--- src/rtl/rw_cas_scheduler_if.sv ---
// rw_cas_scheduler_if: read/write CAS request pushes, the CAS command
// handshake towards the burst engine and queue occupancy status.
// slave = scheduler side, master = client / burst-engine side.
interface rw_cas_scheduler_if #(
  parameter int QDEPTH = 4
);
  localparam int CW = $clog2(QDEPTH + 1);

  logic          rd_req_valid;
  logic          rd_req_ready;
  logic [1:0]    rd_req_bg;
  logic [1:0]    rd_req_ba;
  logic [9:0]    rd_req_col;
  logic          wr_req_valid;
  logic          wr_req_ready;
  logic [1:0]    wr_req_bg;
  logic [1:0]    wr_req_ba;
  logic [9:0]    wr_req_col;
  logic          cas_valid;
  logic          cas_ready;
  logic          cas_rw;
  logic [1:0]    cas_bg;
  logic [1:0]    cas_ba;
  logic [9:0]    cas_col;
  logic [CW-1:0] rd_count;
  logic [CW-1:0] wr_count;
  logic          sched_idle;

  modport slave (
    input  rd_req_valid, rd_req_bg, rd_req_ba, rd_req_col,
    input  wr_req_valid, wr_req_bg, wr_req_ba, wr_req_col,
    input  cas_ready,
    output rd_req_ready, wr_req_ready,
    output cas_valid, cas_rw, cas_bg, cas_ba, cas_col,
    output rd_count, wr_count, sched_idle
  );

  modport master (
    output rd_req_valid, rd_req_bg, rd_req_ba, rd_req_col,
    output wr_req_valid, wr_req_bg, wr_req_ba, wr_req_col,
    output cas_ready,
    input  rd_req_ready, wr_req_ready,
    input  cas_valid, cas_rw, cas_bg, cas_ba, cas_col,
    input  rd_count, wr_count, sched_idle
  );
endinterface

--- src/rtl/rw_cas_scheduler.sv ---
// rw_cas_scheduler: read/write CAS queues, direction choice by write
// watermarks and read streak, CAS-to-CAS spacing, one command out.
// Ports: clock_t, reset (sync, active-high), bus (slave modport).
module rw_cas_scheduler #(
  parameter int QDEPTH        = 4,
  parameter int CL            = 11,
  parameter int CWL           = 9,
  parameter int BL            = 8,
  parameter int TCCD_S        = 4,
  parameter int TCCD_L        = 6,
  parameter int TWTR          = 6,
  parameter int WR_HI_WM      = 3,
  parameter int WR_LO_WM      = 0,
  parameter int MAX_RD_STREAK = 8
) (
  input logic               clock_t,
  input logic               reset,
  rw_cas_scheduler_if.slave bus
);
  localparam int CW = $clog2(QDEPTH + 1);
  localparam int PW = $clog2(QDEPTH);
  localparam int SW = $clog2(MAX_RD_STREAK + 1);

  localparam logic [8:0] G_S   = 9'(TCCD_S);
  localparam logic [8:0] G_L   = 9'(TCCD_L);
  localparam logic [8:0] G_RTW = 9'(CWL + BL / 2 + TWTR);
  localparam logic [8:0] G_WTR = 9'(CL + BL / 2 + 2 - CWL);

  localparam logic [CW-1:0] QD   = CW'(QDEPTH);
  localparam logic [CW-1:0] HI   = CW'(WR_HI_WM);
  localparam logic [CW-1:0] LO   = CW'(WR_LO_WM);
  localparam logic [SW-1:0] SMAX = SW'(MAX_RD_STREAK);

  typedef enum logic [1:0] {
    SCH_IDLE,
    SCH_RD,
    SCH_WR
  } sch_e;

  typedef struct packed {
    logic [1:0] bg;
    logic [1:0] ba;
    logic [9:0] col;
  } req_t;

  req_t          rd_mem_q [QDEPTH];
  req_t          rd_mem_d [QDEPTH];
  req_t          wr_mem_q [QDEPTH];
  req_t          wr_mem_d [QDEPTH];
  logic [PW-1:0] rd_wp_q, rd_wp_d, rd_rp_q, rd_rp_d;
  logic [PW-1:0] wr_wp_q, wr_wp_d, wr_rp_q, wr_rp_d;
  logic [CW-1:0] rd_cnt_q, rd_cnt_d;
  logic [CW-1:0] wr_cnt_q, wr_cnt_d;
  sch_e          state_q, state_d;
  logic [SW-1:0] streak_q, streak_d;
  logic          last_vld_q, last_vld_d;
  logic          last_rw_q, last_rw_d;
  logic [1:0]    last_bg_q, last_bg_d;
  logic [7:0]    elapsed_q, elapsed_d;
  logic          cas_valid_q, cas_valid_d;
  logic          cas_rw_q, cas_rw_d;
  req_t          cas_q, cas_d;

  logic rd_empty, wr_empty;
  logic rd_push, wr_push, rd_pop, wr_pop;
  logic hs, load;
  req_t head;
  logic [8:0] gap;

  assign rd_empty = (rd_cnt_q == '0);
  assign wr_empty = (wr_cnt_q == '0);
  assign rd_push  = bus.rd_req_valid && (rd_cnt_q != QD);
  assign wr_push  = bus.wr_req_valid && (wr_cnt_q != QD);
  assign hs       = cas_valid_q && bus.cas_ready;

  // Direction for this cycle; also the next registered state.
  always_comb begin
    state_d = SCH_RD;
    if (rd_empty && wr_empty) begin
      state_d = SCH_IDLE;
    end else if (state_q == SCH_WR) begin
      if (!wr_empty && !(wr_cnt_q <= LO && !rd_empty))
        state_d = SCH_WR;
    end else if (wr_cnt_q >= HI || rd_empty ||
                 (streak_q >= SMAX && !wr_empty)) begin
      state_d = SCH_WR;
    end
  end

  // Required spacing from the last accepted command to the candidate.
  always_comb begin
    head = (state_d == SCH_WR) ? wr_mem_q[wr_rp_q]
                               : rd_mem_q[rd_rp_q];
    gap  = '0;
    if (last_vld_q) begin
      if ((state_d == SCH_RD) == last_rw_q)
        gap = (head.bg == last_bg_q) ? G_L : G_S;
      else if (state_d == SCH_RD)
        gap = G_RTW;
      else
        gap = G_WTR;
    end
  end

  // elapsed counts from 1 in the cycle after a handshake, so the
  // handshake of a load at elapsed = gap-1 lands exactly gap later.
  assign load   = !cas_valid_q && (state_d != SCH_IDLE) &&
                  (({1'b0, elapsed_q} + 9'd1) >= gap);
  assign rd_pop = load && (state_d == SCH_RD);
  assign wr_pop = load && (state_d == SCH_WR);

  always_comb begin
    rd_mem_d = rd_mem_q;
    wr_mem_d = wr_mem_q;
    if (rd_push)
      rd_mem_d[rd_wp_q] = '{bus.rd_req_bg, bus.rd_req_ba, bus.rd_req_col};
    if (wr_push)
      wr_mem_d[wr_wp_q] = '{bus.wr_req_bg, bus.wr_req_ba, bus.wr_req_col};
    rd_wp_d  = rd_push ? rd_wp_q + PW'(1) : rd_wp_q;
    wr_wp_d  = wr_push ? wr_wp_q + PW'(1) : wr_wp_q;
    rd_rp_d  = rd_pop ? rd_rp_q + PW'(1) : rd_rp_q;
    wr_rp_d  = wr_pop ? wr_rp_q + PW'(1) : wr_rp_q;
    rd_cnt_d = rd_cnt_q + CW'(rd_push) - CW'(rd_pop);
    wr_cnt_d = wr_cnt_q + CW'(wr_push) - CW'(wr_pop);
  end

  always_comb begin
    streak_d    = streak_q;
    last_vld_d  = last_vld_q;
    last_rw_d   = last_rw_q;
    last_bg_d   = last_bg_q;
    cas_valid_d = cas_valid_q;
    cas_rw_d    = cas_rw_q;
    cas_d       = cas_q;
    elapsed_d   = (elapsed_q == 8'hFF) ? elapsed_q : elapsed_q + 8'd1;
    if (hs) begin
      cas_valid_d = 1'b0;
      last_vld_d  = 1'b1;
      last_rw_d   = cas_rw_q;
      last_bg_d   = cas_q.bg;
      elapsed_d   = 8'd1;
      if (!cas_rw_q)
        streak_d = '0;
      else if (streak_q != SMAX)
        streak_d = streak_q + SW'(1);
    end
    if (load) begin
      cas_valid_d = 1'b1;
      cas_rw_d    = (state_d == SCH_RD);
      cas_d       = head;
    end
  end

  always_ff @(posedge clock_t) begin
    if (reset) begin
      rd_wp_q     <= '0;
      rd_rp_q     <= '0;
      wr_wp_q     <= '0;
      wr_rp_q     <= '0;
      rd_cnt_q    <= '0;
      wr_cnt_q    <= '0;
      state_q     <= SCH_IDLE;
      streak_q    <= '0;
      last_vld_q  <= 1'b0;
      last_rw_q   <= 1'b0;
      last_bg_q   <= '0;
      elapsed_q   <= 8'hFF;
      cas_valid_q <= 1'b0;
      cas_rw_q    <= 1'b0;
      cas_q       <= '0;
    end else begin
      rd_mem_q    <= rd_mem_d;
      wr_mem_q    <= wr_mem_d;
      rd_wp_q     <= rd_wp_d;
      rd_rp_q     <= rd_rp_d;
      wr_wp_q     <= wr_wp_d;
      wr_rp_q     <= wr_rp_d;
      rd_cnt_q    <= rd_cnt_d;
      wr_cnt_q    <= wr_cnt_d;
      state_q     <= state_d;
      streak_q    <= streak_d;
      last_vld_q  <= last_vld_d;
      last_rw_q   <= last_rw_d;
      last_bg_q   <= last_bg_d;
      elapsed_q   <= elapsed_d;
      cas_valid_q <= cas_valid_d;
      cas_rw_q    <= cas_rw_d;
      cas_q       <= cas_d;
    end
  end

  assign bus.rd_req_ready = (rd_cnt_q != QD);
  assign bus.wr_req_ready = (wr_cnt_q != QD);
  assign bus.cas_valid    = cas_valid_q;
  assign bus.cas_rw       = cas_rw_q;
  assign bus.cas_bg       = cas_q.bg;
  assign bus.cas_ba       = cas_q.ba;
  assign bus.cas_col      = cas_q.col;
  assign bus.rd_count     = rd_cnt_q;
  assign bus.wr_count     = wr_cnt_q;
  assign bus.sched_idle   = rd_empty && wr_empty && !cas_valid_q;
endmodule

--- src/flat_wrapper.sv ---
// flat-port wrapper written by rule: the top's interface ports become plain ports
module rw_cas_scheduler_flat 
#(
  parameter int QDEPTH        = 4,
  parameter int CL            = 11,
  parameter int CWL           = 9,
  parameter int BL            = 8,
  parameter int TCCD_S        = 4,
  parameter int TCCD_L        = 6,
  parameter int TWTR          = 6,
  parameter int WR_HI_WM      = 3,
  parameter int WR_LO_WM      = 0,
  parameter int MAX_RD_STREAK = 8
)
  (clock_t, reset, bus_rd_req_valid, bus_rd_req_bg, bus_rd_req_ba, bus_rd_req_col, bus_wr_req_valid, bus_wr_req_bg, bus_wr_req_ba, bus_wr_req_col, bus_cas_ready, bus_rd_req_ready, bus_wr_req_ready, bus_cas_valid, bus_cas_rw, bus_cas_bg, bus_cas_ba, bus_cas_col, bus_rd_count, bus_wr_count, bus_sched_idle);
  rw_cas_scheduler_if #(.QDEPTH(QDEPTH)) bus_i ();
  input logic clock_t;
  input logic reset;
  input wire logic [$bits(bus_i.rd_req_valid)-1:0] bus_rd_req_valid;
  input wire logic [$bits(bus_i.rd_req_bg)-1:0] bus_rd_req_bg;
  input wire logic [$bits(bus_i.rd_req_ba)-1:0] bus_rd_req_ba;
  input wire logic [$bits(bus_i.rd_req_col)-1:0] bus_rd_req_col;
  input wire logic [$bits(bus_i.wr_req_valid)-1:0] bus_wr_req_valid;
  input wire logic [$bits(bus_i.wr_req_bg)-1:0] bus_wr_req_bg;
  input wire logic [$bits(bus_i.wr_req_ba)-1:0] bus_wr_req_ba;
  input wire logic [$bits(bus_i.wr_req_col)-1:0] bus_wr_req_col;
  input wire logic [$bits(bus_i.cas_ready)-1:0] bus_cas_ready;
  output wire logic [$bits(bus_i.rd_req_ready)-1:0] bus_rd_req_ready;
  output wire logic [$bits(bus_i.wr_req_ready)-1:0] bus_wr_req_ready;
  output wire logic [$bits(bus_i.cas_valid)-1:0] bus_cas_valid;
  output wire logic [$bits(bus_i.cas_rw)-1:0] bus_cas_rw;
  output wire logic [$bits(bus_i.cas_bg)-1:0] bus_cas_bg;
  output wire logic [$bits(bus_i.cas_ba)-1:0] bus_cas_ba;
  output wire logic [$bits(bus_i.cas_col)-1:0] bus_cas_col;
  output wire logic [$bits(bus_i.rd_count)-1:0] bus_rd_count;
  output wire logic [$bits(bus_i.wr_count)-1:0] bus_wr_count;
  output wire logic [$bits(bus_i.sched_idle)-1:0] bus_sched_idle;
  assign bus_i.rd_req_valid = bus_rd_req_valid;
  assign bus_i.rd_req_bg = bus_rd_req_bg;
  assign bus_i.rd_req_ba = bus_rd_req_ba;
  assign bus_i.rd_req_col = bus_rd_req_col;
  assign bus_i.wr_req_valid = bus_wr_req_valid;
  assign bus_i.wr_req_bg = bus_wr_req_bg;
  assign bus_i.wr_req_ba = bus_wr_req_ba;
  assign bus_i.wr_req_col = bus_wr_req_col;
  assign bus_i.cas_ready = bus_cas_ready;
  assign bus_rd_req_ready = bus_i.rd_req_ready;
  assign bus_wr_req_ready = bus_i.wr_req_ready;
  assign bus_cas_valid = bus_i.cas_valid;
  assign bus_cas_rw = bus_i.cas_rw;
  assign bus_cas_bg = bus_i.cas_bg;
  assign bus_cas_ba = bus_i.cas_ba;
  assign bus_cas_col = bus_i.cas_col;
  assign bus_rd_count = bus_i.rd_count;
  assign bus_wr_count = bus_i.wr_count;
  assign bus_sched_idle = bus_i.sched_idle;
  rw_cas_scheduler #(.QDEPTH(QDEPTH), .CL(CL), .CWL(CWL), .BL(BL), .TCCD_S(TCCD_S), .TCCD_L(TCCD_L), .TWTR(TWTR), .WR_HI_WM(WR_HI_WM), .WR_LO_WM(WR_LO_WM), .MAX_RD_STREAK(MAX_RD_STREAK)) u_core (.clock_t(clock_t), .reset(reset), .bus(bus_i));
endmodule
--- config.mk ---
export PLATFORM = sky130hd
export DESIGN_NAME = rw_cas_scheduler_flat
export DESIGN_NICKNAME = d
export VERILOG_FILES = /design/src/rtl/rw_cas_scheduler_if.sv /design/src/rtl/rw_cas_scheduler.sv /design/src/flat_wrapper.sv
export SDC_FILE = /design/constraint.sdc
export NUM_CORES = 1
export LEC_CHECK = 0
export CORE_ASPECT_RATIO = 1.1
export CORE_UTILIZATION = 55
export DETAILED_ROUTE_END_ITERATION = 7
export HOLD_SLACK_MARGIN = 0.05
export PLACE_DENSITY = 0.88
export SYNTH_ARGS = -nofsm -noshare
export SYNTH_HDL_FRONTEND = slang
export SYNTH_SLANG_ARGS = --single-unit
--- constraint.sdc ---
create_clock -name clock_t -period 6.5 [get_ports clock_t]
set_input_delay 1.95 -clock clock_t [delete_from_list [all_inputs] [get_ports clock_t]]
set_output_delay 1.95 -clock clock_t [all_outputs]
set_load 0.01 [all_outputs]
==> flow_results.xml <==
<?xml version="1.0" encoding="UTF-8"?>
<metrics>
  <group name="status">
    <metric name="run_status" unit="">finished, final reports clean</metric>
  </group>
  <group name="critical_path">
    <metric name="cp.buffers_inverters" unit="">3</metric>
    <metric name="reg2regPathDepth" unit="">20</metric>
    <metric name="r2r-end" unit="">u_core.bus.wr_count[2]</metric>
    <metric name="worstPathCellList" unit="">ha_1, o21a_1, nor2_1, a21oi_4, mux2_4, xnor2_1, a41oi_1, ha_1, a21o_1, a211oi_2, o211ai_1, buf_4, and3_1, ha_1, inv_1, ha_1, inv_1, fa_1, xor2_1, nor2_1</metric>
    <metric name="cp_slowest_cell" unit="">sky130_fd_sc_hd__a21oi_4</metric>
    <metric name="worstPathArrival" unit="ns">4.97</metric>
    <metric name="rrSetupSlack" unit="ns">1.83</metric>
    <metric name="source_of_the_worst_register_to_register_timing_path" unit="">u_core.bus.wr_count[1]</metric>
    <metric name="cell_type_group_with_the_largest_total_delay_on_the_critical_path" unit="">compound AO/OA/AOI/OAI gates</metric>
    <metric name="cp_common_cell" unit="">sky130_fd_sc_hd__ha_1</metric>
    <metric name="critical_path_class" unit="">reg -&gt; reg</metric>
    <metric name="critPathRequiredTime" unit="ns">6.80</metric>
    <metric name="critical_path.max_fanout" unit="">29</metric>
    <metric name="slowest_delay" unit="ns">0.58</metric>
    <metric name="timing.critical_path.from_type" unit="">flop</metric>
    <metric name="critical_path.endpoint_type" unit="">flop</metric>
  </group>
  <group name="synthesis">
    <metric name="count_of_yosys_warnings_during_synthesis" unit="">0</metric>
    <metric name="synth.distinct_cells" unit="">54</metric>
    <metric name="synth_top_cells_by_area" unit="">sky130_fd_sc_hd__edfxtp_1 (50%), sky130_fd_sc_hd__dfxtp_1 (14%), sky130_fd_sc_hd__mux4_2 (9.3%), sky130_fd_sc_hd__ha_1 (4.3%), sky130_fd_sc_hd__mux2i_1 (2.2%)</metric>
    <metric name="netlist.top_cell.by_area" unit="">sky130_fd_sc_hd__edfxtp_1</metric>
    <metric name="synth-seq-area-share" unit="%">63.9</metric>
    <metric name="synth_top_cell_area_share" unit="%">49.7</metric>
    <metric name="synthesis.instances" unit="">449</metric>
    <metric name="synth.cells.most_frequent" unit="">sky130_fd_sc_hd__edfxtp_1 (112), sky130_fd_sc_hd__dfxtp_1 (48), sky130_fd_sc_hd__mux4_2 (28), sky130_fd_sc_hd__a21oi_1 (26)</metric>
    <metric name="most_frequent_cell_after_synthesis" unit="">sky130_fd_sc_hd__edfxtp_1</metric>
    <metric name="postSynthAreaPerCell" unit="um2">15.1</metric>
    <metric name="mappedNetlistNets" unit="">507</metric>
    <metric name="asyncSetResetFlopFracSynth" unit="%">0</metric>
    <metric name="synth_edf_count" unit="">112</metric>
    <metric name="post_synth_instance_area" unit="mm2">0.00677</metric>
    <metric name="ys_ff_latch" unit="">160</metric>
    <metric name="synth-main-ff-cell" unit="">sky130_fd_sc_hd__edfxtp_1</metric>
  </group>
  <group name="power_and_ir_drop">
    <metric name="power.combinational.fraction" unit="%">33.1</metric>
    <metric name="sequentialPowerShare" unit="%">38.6</metric>
    <metric name="power-per-cell-area" unit="mW/mm2">440</metric>
    <metric name="power.ir.vdd_worst" unit="mV">0.277</metric>
    <metric name="pwr-share-clk" unit="%">28.3</metric>
    <metric name="power_leakage" unit="nW">2.80</metric>
    <metric name="power.share.switching" unit="%">32.9</metric>
    <metric name="switching_power" unit="mW">1.17</metric>
    <metric name="power_report.internal_total" unit="mW">2.38</metric>
    <metric name="p_total" unit="mW">3.54</metric>
  </group>
  <group name="global_routing">
    <metric name="grt-ovfl-total" unit="">0</metric>
    <metric name="globalRouteMet1Util" unit="%">27.5</metric>
    <metric name="globalRoute.busiestLayer" unit="">met2</metric>
    <metric name="met3_routing_resource_usage_after_global_routing" unit="%">4.74</metric>
    <metric name="first_global_vias" unit="">4117</metric>
    <metric name="grt_antenna_before_repair" unit="">0</metric>
    <metric name="grt_usage" unit="%">24.0</metric>
    <metric name="grt_start_max_net_pins" unit="">37</metric>
    <metric name="grt_first_pass_wirelength" unit="um">21800</metric>
    <metric name="global_route.usage.met2" unit="%">41.8</metric>
  </group>
  <group name="layout">
    <metric name="share_of_layout_cells_above_drive_strength_1" unit="%">16.0</metric>
    <metric name="antenna_cells" unit="">0</metric>
    <metric name="nets_final" unit="">565</metric>
    <metric name="area.growth.synth_to_final" unit="%">18.8</metric>
    <metric name="fill_cells" unit="">796</metric>
  </group>
  <group name="route">
    <metric name="vias" unit="">3975</metric>
    <metric name="drt_iter0_markers" unit="">331</metric>
    <metric name="drtAntennaViolNets" unit="">0</metric>
    <metric name="drt-wirelength-per-cell" unit="um">20.7</metric>
    <metric name="first_pass_iters" unit="">4</metric>
    <metric name="post_drt_via_cell_ratio" unit="">5.90</metric>
    <metric name="post_route_wl" unit="um">13900</metric>
    <metric name="detailed_route_drc_error_count" unit="">0</metric>
  </group>
  <group name="die">
    <metric name="floorplan.die_area" unit="mm2">0.0128</metric>
    <metric name="ioPinCount" unit="">58</metric>
    <metric name="floorplan.die.height" unit="um">118</metric>
    <metric name="die_width" unit="um">108</metric>
    <metric name="core_region_area" unit="mm2">0.0120</metric>
    <metric name="initial_core_util" unit="%">56.2</metric>
    <metric name="rows" unit="">42</metric>
  </group>
  <group name="timing">
    <metric name="hold_viol" unit="">0</metric>
    <metric name="timing.final.crit_period" unit="ns">4.67</metric>
    <metric name="slew-limit-headroom" unit="%">11.4</metric>
    <metric name="setup_violations" unit="">0</metric>
    <metric name="rsz_0062_raised_after_global_routing" unit="">false</metric>
    <metric name="report.final.slew_viol_count" unit="">0</metric>
    <metric name="final.setup_skew" unit="ns">0.00742</metric>
    <metric name="post-route-period-util" unit="%">71.8</metric>
    <metric name="worst_slew_pin_slew" unit="ns">1.33</metric>
    <metric name="max_freq" unit="GHz">0.214</metric>
    <metric name="postLayoutSetupSlackWorst" unit="ns">1.83</metric>
    <metric name="fin_setup_tns" unit="ns">0</metric>
  </group>
  <group name="cts">
    <metric name="clkSinkCount" unit="">160</metric>
    <metric name="bufs_on_longest_clock_path" unit="">2</metric>
    <metric name="clkLatencyLatePin" unit="ns">0.42</metric>
    <metric name="cts_hold_buffers" unit="">0</metric>
    <metric name="htreeDepth" unit="">4</metric>
    <metric name="worst_setup_hold_path_clk_slew" unit="ns">0.06</metric>
    <metric name="ctsRootBufferMaster" unit="">sky130_fd_sc_hd__clkbuf_16</metric>
    <metric name="tritoncts" unit="">built</metric>
    <metric name="tritoncts.num_buffers" unit="">17</metric>
    <metric name="cts_repair_resize_count" unit="">0</metric>
    <metric name="post-cts-setup-buffer-count" unit="">0</metric>
  </group>
  <group name="min_path">
    <metric name="hold_start" unit="">u_core.bus.cas_bg[0]</metric>
    <metric name="worst_hold_path_type" unit="">reg -&gt; reg</metric>
    <metric name="hold_end" unit="">u_core.last_bg_q[0]</metric>
    <metric name="hold_depth" unit="">2</metric>
  </group>
  <group name="place">
    <metric name="dpl_worst_slack" unit="ns">1.88</metric>
    <metric name="place_hpwl" unit="um">8850</metric>
    <metric name="gp_congestion" unit="">0.841</metric>
    <metric name="io_buffers" unit="">57</metric>
  </group>
  <group name="flow_run">
    <metric name="cap_violations" unit="">0</metric>
  </group>
</metrics>
## worst reg2reg max path, cell delays in order (launching register included)
cell	delay [ns]
sky130_fd_sc_hd__dfxtp_1	0.45
sky130_fd_sc_hd__ha_1	0.20
sky130_fd_sc_hd__o21a_1	0.14
sky130_fd_sc_hd__nor2_1	0.08
sky130_fd_sc_hd__a21oi_4	0.58
sky130_fd_sc_hd__mux2_4	0.37
sky130_fd_sc_hd__xnor2_1	0.12
sky130_fd_sc_hd__a41oi_1	0.24
sky130_fd_sc_hd__ha_1	0.27
sky130_fd_sc_hd__a21o_1	0.17
sky130_fd_sc_hd__a211oi_2	0.25
sky130_fd_sc_hd__o211ai_1	0.13
sky130_fd_sc_hd__buf_4	0.26
sky130_fd_sc_hd__and3_1	0.23
sky130_fd_sc_hd__ha_1	0.27
sky130_fd_sc_hd__inv_1	0.06
sky130_fd_sc_hd__ha_1	0.13
sky130_fd_sc_hd__inv_1	0.04
sky130_fd_sc_hd__fa_1	0.37
sky130_fd_sc_hd__xor2_1	0.14
sky130_fd_sc_hd__nor2_1	0.05
## cell families after synthesis
kind of cell	after synthesis	synth area share, %
flip-flops	160	63.9
AND/OR/NAND/NOR	95	7.43
AO/OA/AOI/OAI	66	6.86
multiplexers	48	12.5
buffers and inverters	43	2.92
adder cells (fa/ha/maj)	25	4.84
XOR/XNOR	12	1.55
## placed cells by master, fill, tap and decap left out, types with 3 or more instances in the layout
cell type,netlist,final
sky130_fd_sc_hd__mux4_2,28,28
sky130_fd_sc_hd__nor2b_1,8,8
sky130_fd_sc_hd__xnor2_1,7,7
sky130_fd_sc_hd__inv_6,0,5
sky130_fd_sc_hd__nor2_1,24,24
sky130_fd_sc_hd__a311oi_1,10,10
sky130_fd_sc_hd__nor3_2,4,4
sky130_fd_sc_hd__o21bai_1,6,6
sky130_fd_sc_hd__xor2_1,5,5
sky130_fd_sc_hd__a21oi_1,26,25
sky130_fd_sc_hd__edfxtp_1,112,112
sky130_fd_sc_hd__ha_1,23,23
sky130_fd_sc_hd__mux2i_1,15,15
sky130_fd_sc_hd__nand2_1,24,24
sky130_fd_sc_hd__inv_1,20,20
sky130_fd_sc_hd__mux2_1,3,3
sky130_fd_sc_hd__o21ai_0,5,5
sky130_fd_sc_hd__buf_4,2,4
sky130_fd_sc_hd__and2_1,9,9
sky130_fd_sc_hd__inv_8,0,3
sky130_fd_sc_hd__nand3_1,6,6
sky130_fd_sc_hd__clkdlybuf4s50_1,0,56
sky130_fd_sc_hd__or3_1,3,3
sky130_fd_sc_hd__dfxtp_1,48,48
sky130_fd_sc_hd__clkbuf_16,0,17
sky130_fd_sc_hd__clkinvlp_4,0,3
## flip-flops by register name (all words and copies together) (netlist names), 2 cells and up
name                 count
u_core.rd_mem_q         56
u_core.wr_mem_q         56
u_core.bus.cas_col      10
u_core.elapsed_q         8
u_core.streak_q          4
u_core.bus.rd_count      3
u_core.bus.wr_count      3
u_core.bus.cas_ba        2
u_core.bus.cas_bg        2
u_core.last_bg_q         2
u_core.rd_rp_q           2
u_core.rd_wp_q           2
u_core.state_q           2
u_core.wr_rp_q           2
u_core.wr_wp_q           2
## per-layer routing
metal	vias to the layer above	routed length (um)
li1	1812	-
met1	1985	5270
met2	140	7410
met3	38	715
met4	0	529
met5	-	0
## layout make-up
| cell class | instances | area [um2] | share of cell area, % |
|---|---|---|---|
| clock inverters | 14 | 169 | 2.10 |
| clock buffers | 18 | 429 | 5.34 |
| repair buffers | 61 | 596 | 7.41 |
| flip-flops and latches | 160 | 4320 | 53.8 |
| multi-input cells | 246 | 2250 | 28.0 |
| well taps | 154 | 193 | 2.40 |
| inverters | 21 | 78.8 | 0.981 |
## per-stage QoR
step | std cells | hold slack (ns) | util (%) | cell area [um2]
finish | 674 | 0.479 | 66.8 | 8040
global route | 674 | 0.496 | 66.8 | 8040
CTS | 674 | 0.478 | 66.8 | 8040
detailed placement | 642 | 0.474 | 61.8 | 7440
global placement | 642 | 0.460 | 61.8 | 7440
floorplan | 449 | 0.449 | - | 6770
## worst max-delay path by stage
stage                           startpoint                      to  slack (ns)  depth (start not counted)
finish              u_core.bus.wr_count[1]  u_core.bus.wr_count[2]        1.83                         20
global route        u_core.bus.wr_count[1]  u_core.bus.wr_count[2]        1.50                         20
CTS                 u_core.bus.wr_count[1]  u_core.bus.wr_count[2]        1.81                         20
detailed placement  u_core.bus.wr_count[1]  u_core.bus.wr_count[2]        1.88                         20
global placement    u_core.bus.wr_count[1]  u_core.bus.wr_count[2]        2.08                         20
floorplan           u_core.bus.wr_count[2]  u_core.bus.rd_count[2]        2.57                         21
## power by group through the flow
stage                     Combinational (mW)  Sequential, mW  Clock, mW
final                                   1.17            1.37       1.00
after global routing                    1.29            1.38       1.05
after CTS                               1.18            1.36       1.01
after detailed placement                1.15            1.38          0
after global placement                  1.10            1.37          0
after floorplan                        0.827            1.35          0
No activity file was read; power rests on OpenSTA's default activity.
